===== config.mk =====
export PLATFORM = sky130hd
export DESIGN_NAME = frame_uart_writer_flat
export DESIGN_NICKNAME = d
export VERILOG_FILES = /design/src/rtl/frame_uart_writer_pkg.sv /design/src/rtl/frame_uart_writer_if.sv /design/src/rtl/frame_uart_writer.sv /design/src/flat_wrapper.sv
export SDC_FILE = /design/constraint.sdc
export NUM_CORES = 1
export LEC_CHECK = 0
export CAP_MARGIN = 20
export CORE_ASPECT_RATIO = 0.75
export CORE_MARGIN = 8
export CORE_UTILIZATION = 55
export CTS_BUF_LIST = sky130_fd_sc_hd__clkbuf_4 sky130_fd_sc_hd__clkbuf_8
export DETAILED_ROUTE_END_ITERATION = 10
export PLACE_DENSITY = 0.82
export SLEW_MARGIN = 10
export SYNTH_ARGS = -nofsm -noshare
export SYNTH_HDL_FRONTEND = slang
export SYNTH_SLANG_ARGS = --single-unit

===== constraint.sdc =====
create_clock -name i_clk -period 3.28 [get_ports i_clk]
set_clock_uncertainty 0.1 [all_clocks]
set_input_delay 0.984 -clock i_clk [delete_from_list [all_inputs] [get_ports i_clk]]
set_output_delay 0.984 -clock i_clk [all_outputs]
set_load 0.01 [all_outputs]

===== src/rtl/frame_uart_writer_pkg.sv =====
// Shared types and defaults for the frame-to-UART byte serialiser.
package frame_uart_writer_pkg;

  localparam int DEF_DATA_IN_BUS_SIZE = 56;
  localparam int DEF_UART_BUS_SIZE    = 8;

  typedef enum logic [1:0] {
    ST_IDLE = 2'd0,
    ST_SEND = 2'd1,
    ST_WAIT = 2'd2,
    ST_DONE = 2'd3
  } state_e;

endpackage


===== src/rtl/frame_uart_writer_if.sv =====
// Producer-side frame handshake plus UART byte handshake of the frame writer.
interface frame_uart_writer_if
  import frame_uart_writer_pkg::*;
#(
  parameter int DATA_W = DEF_DATA_IN_BUS_SIZE,
  parameter int UART_W = DEF_UART_BUS_SIZE
);
  logic              start_wr;
  logic [DATA_W-1:0] data_wr;
  logic              tx_done;
  logic              tx_start;
  logic [UART_W-1:0] tx_data;
  logic              wr_end;
  logic              busy;

  modport master (
    output start_wr, data_wr, tx_done,
    input  tx_start, tx_data, wr_end, busy
  );

  modport slave (
    input  start_wr, data_wr, tx_done,
    output tx_start, tx_data, wr_end, busy
  );
endinterface


===== src/rtl/frame_uart_writer.sv =====
// Serialises one wide debug frame MSB-byte-first onto a UART byte interface.
// Define FRAME_UART_WRITER_CHECKSUM_EN to append an XOR checksum byte to every frame.
module frame_uart_writer
  import frame_uart_writer_pkg::*;
#(
  parameter int DATA_IN_BUS_SIZE = DEF_DATA_IN_BUS_SIZE,
  parameter int UART_BUS_SIZE    = DEF_UART_BUS_SIZE
)(
  input  logic                i_clk,
  input  logic                i_reset,
  frame_uart_writer_if.slave  bus
);

  localparam int NUM_BYTES = DATA_IN_BUS_SIZE / UART_BUS_SIZE;
`ifdef FRAME_UART_WRITER_CHECKSUM_EN
  localparam int NUM_TX = NUM_BYTES + 1;
`else
  localparam int NUM_TX = NUM_BYTES;
`endif
  localparam int                  CNT_SIZE = $clog2(NUM_TX + 1);
  localparam logic [CNT_SIZE-1:0] LAST_CNT = CNT_SIZE'(NUM_TX - 1);

  state_e                      state, state_nxt;
  logic                        start_q, start_rise;
  logic [DATA_IN_BUS_SIZE-1:0] shreg, shreg_nxt;
  logic [CNT_SIZE-1:0]         cnt, cnt_nxt;
  logic [UART_BUS_SIZE-1:0]    top_byte, send_byte;
  logic [UART_BUS_SIZE-1:0]    tx_data_q, tx_data_nxt;
  logic                        tx_start_q, tx_start_nxt;
  logic                        wr_end_q, wr_end_nxt;
  logic                        busy_q, busy_nxt;

  // start_q tracks the input every cycle, so a level held through a frame never re-arms
  assign start_rise = bus.start_wr & ~start_q;
  assign top_byte   = shreg[DATA_IN_BUS_SIZE-1 -: UART_BUS_SIZE];

`ifdef FRAME_UART_WRITER_CHECKSUM_EN
  logic [UART_BUS_SIZE-1:0] csum, csum_nxt;

  assign send_byte = (cnt == LAST_CNT) ? csum : top_byte;

  always_comb begin
    csum_nxt = csum;
    if (state == ST_IDLE && start_rise)
      csum_nxt = '0;
    else if (state == ST_SEND && cnt != LAST_CNT)
      csum_nxt = csum ^ top_byte;
  end

  always_ff @(posedge i_clk) begin
    if (i_reset) csum <= '0;
    else         csum <= csum_nxt;
  end
`else
  assign send_byte = top_byte;
`endif

  always_ff @(posedge i_clk) begin
    if (i_reset) state <= ST_IDLE;
    else         state <= state_nxt;
  end

  always_comb begin
    state_nxt = state;
    case (state)
      ST_IDLE: if (start_rise) state_nxt = ST_SEND;
      ST_SEND: state_nxt = ST_WAIT;
      ST_WAIT: if (bus.tx_done) state_nxt = (cnt == LAST_CNT) ? ST_DONE : ST_SEND;
      ST_DONE: state_nxt = ST_IDLE;
      default: state_nxt = ST_IDLE;
    endcase
  end

  always_comb begin
    shreg_nxt    = shreg;
    cnt_nxt      = cnt;
    tx_start_nxt = 1'b0;
    tx_data_nxt  = tx_data_q;
    wr_end_nxt   = 1'b0;
    busy_nxt     = busy_q;
    case (state)
      ST_IDLE: begin
        cnt_nxt = '0;
        if (start_rise) begin
          shreg_nxt = bus.data_wr;
          busy_nxt  = 1'b1;
        end
      end
      ST_SEND: begin
        tx_start_nxt = 1'b1;
        tx_data_nxt  = send_byte;
      end
      ST_WAIT: begin
        if (bus.tx_done) begin
          shreg_nxt = shreg << UART_BUS_SIZE;
          cnt_nxt   = cnt + CNT_SIZE'(1);
        end
      end
      ST_DONE: begin
        wr_end_nxt = 1'b1;
        busy_nxt   = 1'b0;
      end
      default: ;
    endcase
  end

  always_ff @(posedge i_clk) begin
    if (i_reset) begin
      start_q    <= 1'b0;
      shreg      <= '0;
      cnt        <= '0;
      tx_start_q <= 1'b0;
      tx_data_q  <= '0;
      wr_end_q   <= 1'b0;
      busy_q     <= 1'b0;
    end else begin
      start_q    <= bus.start_wr;
      shreg      <= shreg_nxt;
      cnt        <= cnt_nxt;
      tx_start_q <= tx_start_nxt;
      tx_data_q  <= tx_data_nxt;
      wr_end_q   <= wr_end_nxt;
      busy_q     <= busy_nxt;
    end
  end

  assign bus.tx_start = tx_start_q;
  assign bus.tx_data  = tx_data_q;
  assign bus.wr_end   = wr_end_q;
  assign bus.busy     = busy_q;

endmodule

===== src/flat_wrapper.sv =====
// flat-port wrapper written by rule: the top's interface ports become plain ports
module frame_uart_writer_flat import frame_uart_writer_pkg::*;
#(
  parameter int DATA_IN_BUS_SIZE = DEF_DATA_IN_BUS_SIZE,
  parameter int UART_BUS_SIZE    = DEF_UART_BUS_SIZE
)
  (i_clk, i_reset, bus_start_wr, bus_data_wr, bus_tx_done, bus_tx_start, bus_tx_data, bus_wr_end, bus_busy);
  frame_uart_writer_if bus_i ();
  input  logic i_clk;
  input  logic i_reset;
  input wire logic [$bits(bus_i.start_wr)-1:0] bus_start_wr;
  input wire logic [$bits(bus_i.data_wr)-1:0] bus_data_wr;
  input wire logic [$bits(bus_i.tx_done)-1:0] bus_tx_done;
  output wire logic [$bits(bus_i.tx_start)-1:0] bus_tx_start;
  output wire logic [$bits(bus_i.tx_data)-1:0] bus_tx_data;
  output wire logic [$bits(bus_i.wr_end)-1:0] bus_wr_end;
  output wire logic [$bits(bus_i.busy)-1:0] bus_busy;
  assign bus_i.start_wr = bus_start_wr;
  assign bus_i.data_wr = bus_data_wr;
  assign bus_i.tx_done = bus_tx_done;
  assign bus_tx_start = bus_i.tx_start;
  assign bus_tx_data = bus_i.tx_data;
  assign bus_wr_end = bus_i.wr_end;
  assign bus_busy = bus_i.busy;
  frame_uart_writer #(.DATA_IN_BUS_SIZE(DATA_IN_BUS_SIZE), .UART_BUS_SIZE(UART_BUS_SIZE)) u_core (.i_clk(i_clk), .i_reset(i_reset), .bus(bus_i));
endmodule

======== After elaboration in Yosys (flattened, before gate mapping) ========
Index checks and enable logic that the tools add are counted.
word-level totals
  flip-flop bits (word level) ............. 73
  bits of input ports ..................... 60
  output and inout bits ................... 11
cells by class
  add/sub/neg operators ................... 1
  muxes and demuxes ....................... 13
  equality and inequality tests ........... 6
  bitwise gates (word level) .............. 2
  reduce and logical (&&, ||, !) cells .... 7
operators with widths
  cell                                                 count
  2-to-1 mux 56 bit                                    2
  one-hot mux 56 bit (2 select lines)                  1
  one-hot mux 2 bit (4 select lines)                   1
  2-to-1 mux 2 bit                                     3
  one-hot mux 3 bit (2 select lines)                   1
  AND reduction 2 bit                                  3
  equality test 2 bit, second input constant           2
  nonzero test 2 bit                                   2
  adder 3 x 1 -> 3 bit, second input constant          1
  equality test 3 bit, second input constant           1
  2-to-1 mux 1 bit                                     3
  2-to-1 mux 3 bit                                     1
  AND reduction 3 bit                                  1
  equality test 2 x 1 -> 1 bit, second input constant  1
  zero test 2 bit                                      1
  != test 2 x 1 -> 1 bit, second input constant        1
  != test 2 bit, second input constant                 1
  one-hot mux 1 bit (2 select lines)                   1
  bitwise AND 1 bit                                    1
  inverter 1 bit                                       1

======== Logic depth before layout (Yosys ltp) ========
Gate-level depths: netlist of the first run.
  word-level depth ........................ 4
  gate-level depth with buffers ........... 6
  mapped depth without buffers ............ 5

======== Worst setup path after synthesis of the first run ========
Ideal clock, no wire load.
  kind .................................... in2reg
  from .................................... input bus_tx_done
  to ...................................... register u_core.shreg[17]
  arrival ................................. 1.854 ns
  setup time .............................. 0.138 ns
  path buffers ............................ 3
  stages .................................. 6
  path slack .............................. 1.188 ns
  data required time ...................... 3.042 ns
  cell sequence ........................... buf_2 > and3b_1 > buf_4 > buf_4 > nor3_1 > a211oi_2
on the way
  cells in the longest elaborated chain, start to end .. 2
ends and longest elaborated chain
  what                                  line                      RTL
  from (decl)                           flat_wrapper.sv:13        input wire logic [$bits(bus_i.tx_done)-1:0] bus_tx_done;
  != test 2 bit (no source line)        -
  AND reduction 3 bit (no source line)  -
  to (signal assigned)                  frame_uart_writer.sv:118  shreg <= shreg_nxt;
  to (decl)                             frame_uart_writer.sv:25   logic [DATA_IN_BUS_SIZE-1:0] shreg, shreg_nxt;
No other way between the ends.
A chain may end at the register's enable or synchronous reset.

======== Worst setup path after layout of the first run ========
  from .................................... input bus_start_wr
  to ...................................... register u_core.shreg[54]
on the way
  cells in the longest elaborated chain, start to end .. 3
ends and longest elaborated chain
  what                                     line                     RTL
  from (decl)                              flat_wrapper.sv:11       input wire logic [$bits(bus_i.start_wr)-1:0] bus_start_wr;
  bitwise AND 1 bit                        frame_uart_writer.sv:34  assign start_rise = bus.start_wr & ~start_q;
  != test 2 x 1 -> 1 bit (no source line)  -
  AND reduction 3 bit (no source line)     -
No other way between the ends.

==> impl_metrics.env, run 1 <==
export IMPL_dr_total_vias=3069
export IMPL_critPathLaunchType="input pin"
export IMPL_gr_total_overflow=0
export IMPL_seq_area_frac_synth=0.450
export IMPL_cts_root_buf="clkbuf_8"
export IMPL_synth_top_area_cell="dfxtp_1"
export IMPL_vdd_drop_max_uv=317
export IMPL_synth_distinct_cells=31
export IMPL_worstHoldPathType="flop to flop"
export IMPL_coreArea_um2=5770
export IMPL_drtIter0Drc=226
export IMPL_fin_nets=500
export IMPL_synthesis_area_um2=3250
export IMPL_drive_gt1_frac=0.0835
export IMPL_clk_pin_slew_ps=70
export IMPL_status="completed"
export IMPL_place_congestion=0.836
export IMPL_grt_first_pass_wirelength_mm=14.1
export IMPL_cts_sinks=73
export IMPL_finalCritPeriodShare=0.736
export IMPL_synth_top_area_frac=0.450
export IMPL_cp_max_fo=49
export IMPL_finalSetupViolations=0
export IMPL_num_rows=24
export IMPL_dieArea_um2=8650
export IMPL_synth_area_top_cells="dfxtp_1, a21oi_1, a211oi_1"
export IMPL_synth_cells=395
export IMPL_slew_headroom=0.471
export IMPL_cp_cell_sequence="clkdlybuf4s50_1 -> nor4b_4 -> buf_4 -> nor3_1 -> a211oi_1"
export IMPL_postCtsHoldBufs=0
export IMPL_initial_core_util=0.563
export IMPL_portBuffers=70
export IMPL_maxSlewViolCount=0
export IMPL_vias_per_cell=5.89
export IMPL_timing_critical_path_buf_inv=2
export IMPL_arrival_ps=2560
export IMPL_pin_count=71
export IMPL_cts_buffer_depth=2
export IMPL_fillers=442
export IMPL_dr_pass1_iters=4
export IMPL_cpLargestDelayFamily="buffers and inverters"
export IMPL_antenna_found_initial=0
export IMPL_post_cts_buffers=0
export IMPL_syn_to_final_growth_pct=27.9
export IMPL_fmax_mhz=414
export IMPL_cts_tree="yes"
export IMPL_tightest_slew_ps=794
export IMPL_drc_errors=0
export IMPL_cts_buffers=9
export IMPL_totalWireLength_mm=8.37
export IMPL_path_class="input pin to flop"
export IMPL_ys_warn_count=0
export IMPL_maxCapViolations=0
export IMPL_track_usage=0.200
export IMPL_first_global_vias=2909
export IMPL_final_util=0.721
export IMPL_cp_required_ps=3420
export IMPL_antenna_cells=0
export IMPL_ys_ff_latch=73
export IMPL_cpPeakStageDelay_ps=510
export IMPL_dpl_hpwl_mm=5.34
export IMPL_wire_per_inst_um=16.1
export IMPL_hold_viol=0
export IMPL_crit_path_end_kind="flop"
export IMPL_cts_resized=0
export IMPL_drtAntennaViolNets=0
export IMPL_final_common_cell="dfxtp_1"
export IMPL_avgSynthCellArea_um2=8.22
export IMPL_tns_ps=0
export IMPL_rsz0062_at_grt="no"
export IMPL_htreeDepth=3
export IMPL_die_y_um=82.6
export IMPL_synth_fp_nets=457
export IMPL_fin_crit_ps=2420
export IMPL_final_cell_mix="dfxtp_1, a21oi_1, clkdlybuf4s50_1"
export IMPL_dieWidth_um=105
export IMPL_critPathSlowestCell="clkdlybuf4s50_1"
export IMPL_grt_max_degree=63
export IMPL_clkLatencyLatePin_ps=350
export IMPL_p_per_area_nw_per_um2=524
export IMPL_p_leak_nw=1.43
cells by family (layout without fill, tap and decap cells):
logic type / count (synthesis) / in the layout / synth area share
compound gates: 171 / 171 / 0.317
fa+ha+maj: 2 / 2 / 0.00770
flops: 73 / 73 / 0.450
simple gates: 102 / 102 / 0.156
buf+inv: 47 / 95 / 0.0686
synth_stat cells:
cell,n
dfxtp_1,73
a21oi_1,69
o21ai_0,50
nor3_1,48
a211oi_1,39
nand2_1,30
clkbuf_1,23
buf_2,12
a211oi_2,9
nand3_1,8
buf_4,6
nor2b_1,4
nor2_1,3
buf_1,2
ha_1,2
nor3b_1,2
a211o_1,1
a21boi_0,1
a21oi_2,1
and3b_1,1
buf_6,1
clkbuf_2,1
inv_1,1
inv_2,1
nand2b_1,1
nand3b_1,1
nor4b_2,1
o21ai_1,1
or3b_1,1
or4_1,1
or4b_1,1
tightest hold or removal path: stages (launching register included):
cell and delay, ps:
dfxtp_1 310, nand2_1 50, a21oi_1 50
routing by layer:
layer,vias to the layer above,track usage,wire [µm]
li1,1532,-,-
met2,118,0.320,3770
met3,8,0.0713,613
met4,0,0.0652,104
met1,1411,0.250,3880
met5,-,0,0
layout make-up:
| class | instances | area [µm²] | area share |
|---|---|---|---|
| clock buffer | 11 | 151 | 0.0364 |
| clock inverter | 5 | 77.6 | 0.0187 |
| inverter | 2 | 7.51 | 0.00181 |
| multi-input combinational | 275 | 1570 | 0.379 |
| sequential | 73 | 1460 | 0.352 |
| tap | 78 | 97.6 | 0.0235 |
| timing repair buffer | 77 | 786 | 0.189 |
path summary, 6_finish.rpt:
check	slack (ps)	from	depth (start not counted)	endpoint
hold / removal	350	u_core.shreg[53]$_SDFFE_PP0P_	2	u_core.bus.tx_data[5]$_SDFFE_PP0P_
setup reg to reg	1270	u_core.state[0]$_SDFFE_PP0P_	5	u_core.shreg[54]$_SDFFE_PP0P_
setup / recovery	860	bus_start_wr	5	u_core.shreg[54]$_SDFFE_PP0P_
hold reg to reg	350	u_core.shreg[53]$_SDFFE_PP0P_	2	u_core.bus.tx_data[5]$_SDFFE_PP0P_
power breakdown:
| part | switching [mW] | leakage, nW | internal (mW) |
|---|---|---|---|
| Combinational | 0.191 | 0.718 | 0.179 |
| Clock | 0.327 | 0.115 | 0.467 |
| Sequential | 0.0493 | 0.601 | 0.964 |
| Total | 0.567 | 1.43 | 1.61 |
state kept, by name (all words and copies together), names as in the netlist:
name / flops
u_core.bus.busy: 1
u_core.bus.wr_end: 1
u_core.bus.tx_start: 1
u_core.state: 2
u_core.shreg: 56
u_core.bus.tx_data: 8
u_core.start_q: 1
u_core.cnt: 3
through the flow:
step / hold slack [ps] / instances / setup WS (ps) / power [mW] / area, µm²
finish: 348 / 521 / 864 / 2.18 / 4160
global route: 383 / 521 / 772 / 2.28 / 4160
CTS: 348 / 520 / 877 / 2.18 / 4140
detailed placement: 345 / 504 / 561 / 1.39 / 3910
global placement: 345 / 504 / 630 / 1.38 / 3910
floorplan: 333 / 395 / 1190 / 1.26 / 3250
No activity file was read; power rests on OpenSTA's default activity.
==> inputs of run 2 (changes only) <==
--- a/config.mk
+++ b/config.mk
@@ -8,10 +8,10 @@
 export CAP_MARGIN = 20
 export CORE_ASPECT_RATIO = 0.75
 export CORE_MARGIN = 8
-export CORE_UTILIZATION = 55
+export CORE_UTILIZATION = 47
 export CTS_BUF_LIST = sky130_fd_sc_hd__clkbuf_4 sky130_fd_sc_hd__clkbuf_8
 export DETAILED_ROUTE_END_ITERATION = 10
-export PLACE_DENSITY = 0.82
+export PLACE_DENSITY = 0.74
 export SLEW_MARGIN = 10
 export SYNTH_ARGS = -nofsm -noshare
 export SYNTH_HDL_FRONTEND = slang
==> constraint.sdc (replaced) <==
create_clock -name i_clk -period 1.94 [get_ports i_clk]
set_clock_uncertainty 0.1 [all_clocks]
set_input_delay 0.582 -clock i_clk [delete_from_list [all_inputs] [get_ports i_clk]]
set_output_delay 0.582 -clock i_clk [all_outputs]
set_load 0.01 [all_outputs]
==> impl_metrics.env, run 2 (synthesized netlist as in run 1, its figures left out) <==
export IMPL_maxSlewViolCount=0
export IMPL_regMostFlops="u_core.shreg"
export IMPL_pwr_share_comb=0.180
export IMPL_syn_to_final_growth_pct=31.2
export IMPL_path_class="flop to primary output"
export IMPL_rsz0062_at_grt="no"
export IMPL_first_global_vias=3042
export IMPL_fin_ws_ps=71.1
export IMPL_slew_headroom=0.682
export IMPL_arrival_ps=1190
export IMPL_drtAntennaViolNets=0
export IMPL_totalWireLength_mm=8.58
export IMPL_switching_share=0.266
export IMPL_drtIter0Drc=215
export IMPL_cp_required_ps=1260
export IMPL_worstHoldPathType="flop to flop"
export IMPL_cts_buffers=9
export IMPL_cp_max_fo=1
export IMPL_clkLatencyLatePin_ps=350
export IMPL_dr_pass1_iters=4
export IMPL_fmax_mhz=535
export IMPL_track_usage=0.178
export IMPL_timing_critical_path_buf_inv=1
export IMPL_grt_first_pass_wirelength_mm=14.3
export IMPL_met1_length_mm=4.14
export IMPL_cts_tree="yes"
export IMPL_finalSetupViolations=0
export IMPL_maxCapViolations=0
export IMPL_cts_root_buf="clkbuf_8"
export IMPL_crit_cells=1
export IMPL_antenna_cells=0
export IMPL_power_net_switching_mw=0.969
export IMPL_wire_per_inst_um=16.0
export IMPL_top_layer_used="met4"
export IMPL_grt_max_degree=58
export IMPL_hold_depth=2
export IMPL_drive_gt1_frac=0.0998
export IMPL_finalCritPeriodShare=0.963
export IMPL_htreeDepth=3
export IMPL_post_place_ws_ps=-236
export IMPL_initial_core_util=0.480
export IMPL_drc_errors=0
export IMPL_largest_register_ffs=56
export IMPL_intPower_mw=2.68
export IMPL_wl_met3_um=606
export IMPL_crit_path_end_kind="primary output"
export IMPL_pin_count=71
export IMPL_portBuffers=70
export IMPL_status="completed"
export IMPL_cp_cell_sequence="clkdlybuf4s50_1"
export IMPL_critPathLaunchType="flop"
export IMPL_fin_nets=508
export IMPL_p_leak_nw=1.61
export IMPL_dr_total_vias=3073
export IMPL_cpLargestDelayFamily="buffers and inverters"
export IMPL_final_common_cell="dfxtp_1"
export IMPL_critPathSlowestCell="clkdlybuf4s50_1"
export IMPL_gr_total_overflow=0
export IMPL_vdd_drop_max_uv=421
export IMPL_final_cell_mix="dfxtp_1, a21oi_1, clkdlybuf4s50_1"
export IMPL_cpPeakStageDelay_ps=530
export IMPL_clkPwrFrac=0.354
export IMPL_dieArea_um2=9850
export IMPL_tightest_slew_ps=476
export IMPL_fillers=582
export IMPL_wl_met2_mm=3.75
export IMPL_cts_sinks=73
export IMPL_die_y_um=88.0
export IMPL_placed_area_um2=4030
export IMPL_num_rows=26
export IMPL_dieWidth_um=112
export IMPL_multi_input_area_um2=1570
export IMPL_coreArea_um2=6770
export IMPL_p_per_area_nw_per_um2=856
export IMPL_design_area_um2=4260
export IMPL_reg2reg_depth=5
export IMPL_antenna_found_initial=0
export IMPL_hold_viol=0
export IMPL_clk_pin_slew_ps=70
export IMPL_seqCellArea_um2=1460
export IMPL_final_util=0.630
export IMPL_power_frac_seq=0.466
export IMPL_cts_buffer_depth=2
export IMPL_vias_per_cell=5.74
export IMPL_fin_crit_ps=1870
export IMPL_dpl_hpwl_mm=5.68
export IMPL_place_congestion=0.836
run 2: power by group through the flow:
stage	Combinational (mW)	Sequential [mW]	Clock, mW
global placement	0.638	1.73	0
finish	0.657	1.70	1.29
global route	0.732	1.71	1.37
CTS	0.658	1.70	1.31
floorplan	0.415	1.71	0
detailed placement	0.654	1.74	0
run 2: metrics by stage:
stage                     setup TNS [ps]  instances  hold WS, ps  power [mW]
after floorplan                        0        395          333        2.13
after global placement             -8920        519          345        2.37
after detailed placement          -10030        519          349        2.39
after CTS                              0        535          360        3.67
after global routing                   0        535          382        3.82
final                                  0        535          355        3.65
run 2: cell type report:
cell class,count,area share
clock buffer,10,0.0308
sequential,73,0.343
multi-input combinational,275,0.369
tap,84,0.0247
timing repair buffer,85,0.211
clock inverter,6,0.0194
inverter,2,0.00176
run 2: worst register-to-register path, stage by stage (launching register included):
cell and delay [ps]:
dfxtp_1 530, buf_4 210, and3b_1 280, buf_12 200, nor3_1 80, a211oi_1 180
run 2: path summary, 6_finish.rpt:
path / end / slack (ps) / startpoint
min reg2reg: u_core.bus.tx_data[0]$_SDFFE_PP0P_ / 360 / u_core.shreg[48]$_SDFFE_PP0P_
max: bus_tx_start / 70 / u_core.bus.tx_start$_SDFF_PP0_
min: u_core.bus.tx_data[0]$_SDFFE_PP0P_ / 360 / u_core.shreg[48]$_SDFFE_PP0P_
max reg2reg: u_core.shreg[38]$_SDFFE_PP0P_ / 270 / u_core.state[1]$_SDFFE_PP0P_
run 2: timing repair:
item	4_1_cts	5_1_grt
pin swaps	0	0
hold buffers	0	0
endpoints found under the setup margin	2	7
gates resized for setup	2	7
setup buffers	0	0
run 2: routing by layer:
| layer | up-vias | GRT usage |
|---|---|---|
| met2 | 105 | 0.284 |
| met5 | - | 0 |
| met4 | 0 | 0.0512 |
| met3 | 10 | 0.0634 |
| met1 | 1410 | 0.223 |
| li1 | 1548 | - |
